## src/rtl/score_keeper.sv

```systemverilog
// Pong match control: goal scoring, frame-counted serve delay and game-over flag.
// All outputs are registered in the pclk domain.
module score_keeper #(
   parameter int unsigned WIN_SCORE    = 3,
   parameter int unsigned SERVE_FRAMES = 60
) (
   input  logic       pclk,
   input  logic       rst,
   input  logic       vsync_in,
   input  logic       goal_p1,
   input  logic       goal_p2,
   input  logic       start_in,
   output logic [1:0] score_p1,
   output logic [1:0] score_p2,
   output logic       play_en,
   output logic       serve,
   output logic       game_over
);

   localparam logic [1:0] WIN    = WIN_SCORE[1:0];
   localparam logic [7:0] FRAMES = SERVE_FRAMES[7:0];

   typedef enum logic [1:0] {IDLE, HOLD, PLAY, OVER} state_t;

   state_t     state, state_next;
   logic       vsync_q, goal1_q, goal2_q, start_q;
   logic       vsync_ev, goal1_ev, goal2_ev, start_ev;
   logic [7:0] cnt, cnt_next, cnt_inc;
   logic [1:0] p1_next, p2_next;
   logic       serve_next;

   assign vsync_ev = vsync_in & ~vsync_q;
   assign goal1_ev = goal_p1  & ~goal1_q;
   assign goal2_ev = goal_p2  & ~goal2_q;
   assign start_ev = start_in & ~start_q;
   assign cnt_inc  = cnt + 8'd1;

   always_comb begin
      state_next = state;
      cnt_next   = cnt;
      p1_next    = score_p1;
      p2_next    = score_p2;
      serve_next = 1'b0;
      case (state)
         IDLE, OVER: begin
            if (start_ev) begin
               p1_next    = '0;
               p2_next    = '0;
               cnt_next   = '0;
               state_next = HOLD;
            end
         end
         HOLD: begin
            if (vsync_ev) begin
               cnt_next = cnt_inc;
               if (cnt_inc == FRAMES) begin
                  serve_next = 1'b1;
                  state_next = PLAY;
               end
            end
         end
         PLAY: begin
            // Simultaneous goals cancel out and only force a re-serve.
            if (goal1_ev && goal2_ev) begin
               cnt_next   = '0;
               state_next = HOLD;
            end else if (goal1_ev) begin
               p1_next    = score_p1 + 2'd1;
               cnt_next   = '0;
               state_next = (p1_next == WIN) ? OVER : HOLD;
            end else if (goal2_ev) begin
               p2_next    = score_p2 + 2'd1;
               cnt_next   = '0;
               state_next = (p2_next == WIN) ? OVER : HOLD;
            end
         end
         default: state_next = IDLE;
      endcase
   end

   always_ff @(posedge pclk or negedge rst) begin
      if (!rst) begin
         state     <= IDLE;
         vsync_q   <= 1'b0;
         goal1_q   <= 1'b0;
         goal2_q   <= 1'b0;
         start_q   <= 1'b0;
         cnt       <= '0;
         score_p1  <= '0;
         score_p2  <= '0;
         serve     <= 1'b0;
         play_en   <= 1'b0;
         game_over <= 1'b0;
      end else begin
         state     <= state_next;
         vsync_q   <= vsync_in;
         goal1_q   <= goal_p1;
         goal2_q   <= goal_p2;
         start_q   <= start_in;
         cnt       <= cnt_next;
         score_p1  <= p1_next;
         score_p2  <= p2_next;
         serve     <= serve_next;
         play_en   <= (state_next == PLAY);
         game_over <= (state_next == OVER);
      end
   end

endmodule

```

## config.mk

```make
export PLATFORM = sky130hd
export DESIGN_NAME = score_keeper
export DESIGN_NICKNAME = d
export VERILOG_FILES = /design/src/rtl/score_keeper.sv
export SDC_FILE = /design/constraint.sdc
export NUM_CORES = 1
export LEC_CHECK = 0
export ABC_AREA = 1
export BUFFER_PORTS_ARGS = -buffer_cell sky130_fd_sc_hd__buf_2
export CAP_MARGIN = 0
export CORE_MARGIN = 1.5
export CORE_UTILIZATION = 56
export DETAILED_ROUTE_END_ITERATION = 16
export PLACE_DENSITY = 0.73
export SYNTH_ARGS = -nofsm -noshare
export SYNTH_HDL_FRONTEND = slang
export SYNTH_SLANG_ARGS = --single-unit
```

## constraint.sdc

```tcl
create_clock -name pclk -period 2.2 [get_ports pclk]
set_input_delay 0.22 -clock pclk [delete_from_list [all_inputs] [get_ports pclk]]
set_output_delay 0.22 -clock pclk [all_outputs]
set_load 0.01 [all_outputs]
```

==> flow_summary.json <==
{
  "status": "finished clean",
  "clk_root_buffer_cell": "clkbuf_4",
  "hold_ws_ns": 0.0359,
  "ys_ff_latch": 21,
  "hold_violations": 0,
  "reg_to_reg_endpoint": "score_p2[0]$_DFFE_PN0P_",
  "place.detailed.hpwl_um": 1640,
  "period_needed_ns": 1.80,
  "cts_tree": "built",
  "worst_ir_drop_vdd_mv": 0.804,
  "reg2regPathDepth": 8,
  "r2r-start": "state[0]$_DFF_PN0_",
  "detail_route.wl_per_cell_um": 11.2,
  "placement.io_buffers": 12,
  "core_ar_um2": 1940,
  "ant_nets": 0,
  "post-synth-top-area-cell": "dfrtp_1",
  "timing.critical_path.arrival_ns": 2.02,
  "antennaDiodeCount": 0,
  "power_per_cell_area_nw_per_um2": 1140,
  "clock_skew_ns": 0.00398,
  "total_grt_overflow": 0,
  "fin_tns_setup_ns": 0,
  "post_cts_resized": 0,
  "worst-endpoint-required_ns": 2.42,
  "finish.net_count": 178,
  "area_of_the_mapped_netlist_um2": 1140,
  "floorplan.initialDensity": 0.588,
  "h_tree_depth": 1,
  "crit_chain": "inv_1 > ha_1 > inv_1 > nor2_1 > inv_1 > a211oi_1 > nand3_1 > o21ai_0",
  "detailedRoute.firstIterationViolations": 27,
  "vias_after_detailed_routing": 983,
  "report.final.setup_viol": 0,
  "grt_antenna_before_repair": 0,
  "startpoint_type": "register",
  "fraction_of_layout_instances_using_a_drive_strength_above_1": 0.139,
  "detailedRoute.firstPassIterationCount": 4,
  "timing.critical_path.slowest_stage_cell": "dfrtp_1",
  "min_delay_path_depth": 1,
  "cts_hold_repair.buffers": 1,
  "grt_start_max_net_pins": 22,
  "max-slew-margin-rel": 0.696,
  "synthFlopType": "dfrtp_1",
  "total_leakage_power_nw": 0.675,
  "hold-path-endpoint": "start_q$_DFF_PN0_",
  "synth_fp_nets": 160,
  "place_congestion": 0.828,
  "track_usage": 0.233,
  "share_of_flip_flops_with_an_asynchronous_set_or_reset": 1.00,
  "cp_top_family": "flip-flops",
  "row_count": 16,
  "proportion_of_netlist_area_held_by_the_largest_area_contributor": 0.461,
  "drv.max_cap_violation_count": 0,
  "design.portCount": 13,
  "netlist_top_cells_area": "dfrtp_1 46%, nand2_1 13%, inv_1 9.2%",
  "worstHoldPathType": "primary input to register",
  "path_max_fanout": 5,
  "design.die.area_um2": 2320,
  "critPathKind": "register to register",
  "synth-edff-count": 0,
  "clock_tree.buffer_depth": 2,
  "synthesis.yosys.warnings": 0,
  "syn2layout_area_growth_pct": 11.8,
  "cp-end-kind": "register",
  "cell_seen_most_often_among_critical_path_stages": "inv_1",
  "total_cts_buffers": 3,
  "drt_drc_violations_left": 0,
  "instance_count_of_the_mapped_netlist": 148,
  "slew_violations": 0,
  "post_cts_buffers": 0,
  "finish.cell_count_without_fillers": 192,
  "ys_seq_area_frac": 0.461,
  "detail_route.vias_per_cell": 5.12,
  "worst_reg2reg_setup_slack_ns": 0.40,
  "grt_pass1_wl_um": 3720,
  "clkSlewWorstSetupHoldPaths_ns": 0.11,
  "cpPeakStageDelay_ns": 0.42,
  "dp.cells": 187,
  "die_w_um": 48.1,
  "post-route-period-util": 0.818,
  "first_global_vias": 965,
  "worst_hold_startpoint": "start_in",
  "clk_latency_ns": 0.29,
  "setup_repair_after_global_routing_missed_its_margin": "false",
  "fmax_mhz": 555,
  "wirelength_um": 2150,
  "synthesis.area_per_instance_um2": 7.71,
  "die_height_um": 48.1,
  "tritoncts_num_sinks": 21,
  "path_buf_inv": 3,
  "tightestPinTransition_ns": 0.455,
  "netlist-cell-type-count": 19
}
==> state kept, by name (all words and copies together) (netlist names) <==
name and count:
goal1_q 1, serve 1, score_p2 2, state 2, cnt 8, start_q 1, score_p1 2, vsync_q 1
game_over 1, play_en 1, goal2_q 1
==> synthesized netlist by cell type, types with 4 or more instances <==
cell type and instances:
nand2_1 39, inv_1 28, dfrtp_1 21, nand3_1 18, nor2_1 8, o21ai_0 8, ha_1 6, o22ai_1 4
==> worst register-to-register path: stages (launching register included) <==
cell	delay, ns
dfrtp_1	0.42
inv_1	0.10
ha_1	0.25
inv_1	0.08
nor2_1	0.24
inv_1	0.12
a211oi_1	0.32
nand3_1	0.10
o21ai_0	0.09
==> cells by family after synthesis <==
family,count (synthesis),share of synthesized area
flip-flops,21,0.461
buffers and inverters,31,0.104
AO/OA/AOI/OAI,19,0.0998
AND/OR/NAND/NOR,71,0.270
adder cells (fa/ha/maj),6,0.0658
==> metal layers <==
layer | global-route usage | share of wire | vias to the layer above
li1 | - | - | 503
met5 | 0 | 0 | -
met1 | 0.263 | 0.43 | 464
met4 | 0.0811 | 0.010 | 0
met3 | 0.0333 | 0.018 | 4
met2 | 0.439 | 0.54 | 12
==> how the worst max path moves through the flow <==
stage	from	end	slack (ns)	cells past startpoint
after detailed placement	state[0]$_DFF_PN0_	score_p2[0]$_DFFE_PN0P_	0.45	8
after global placement	state[0]$_DFF_PN0_	score_p2[0]$_DFFE_PN0P_	0.45	8
after global routing	state[0]$_DFF_PN0_	score_p2[0]$_DFFE_PN0P_	0.18	8
after floorplan	state[0]$_DFF_PN0_	cnt[7]$_DFFE_PN0P_	0.68	8
final	state[0]$_DFF_PN0_	score_p2[0]$_DFFE_PN0P_	0.40	8
after CTS	state[0]$_DFF_PN0_	score_p2[0]$_DFFE_PN0P_	0.43	8
==> cell usage in the layout (no fill, tap or decap), drive strengths merged <==
master        n
ha            6
nand2        40
a21oi         2
inv          29
a211oi        2
a22oi         2
buf          14
clkbuf        4
nand4         2
o22ai         4
nand3        19
dlygate4sd3   1
dfrtp        21
o21ai         9
nor2         10
==> power breakdown <==
group | switching [mW] | leakage [nW] | internal [mW]
sequential | 0.0691 | 0.275 | 0.472
combinational | 0.465 | 0.385 | 0.267
clock | 0.106 | 0.0150 | 0.0706
==> layout make-up <==
class | instances | area [um2]
Fill cell | 179 | 666
Sequential cell | 21 | 526
Multi-Input combinational cell | 96 | 497
Inverter | 29 | 109
Timing Repair Buffer | 15 | 85.1
Tap cell | 27 | 33.8
Clock buffer | 4 | 26.3
==> metrics by stage <==
| stage | util | worst slack (ns) | cell area (um2) | power [mW] |
|---|---|---|---|---|
| global placement | 0.639 | 0.453 | 1240 | 1.26 |
| floorplan | - | 0.679 | 1140 | 1.07 |
| CTS | 0.657 | 0.426 | 1280 | 1.46 |
| finish | 0.657 | 0.400 | 1280 | 1.45 |
| detailed placement | 0.639 | 0.452 | 1240 | 1.28 |
| global route | 0.657 | 0.181 | 1280 | 1.61 |
Power figures use the tool's default switching activity.
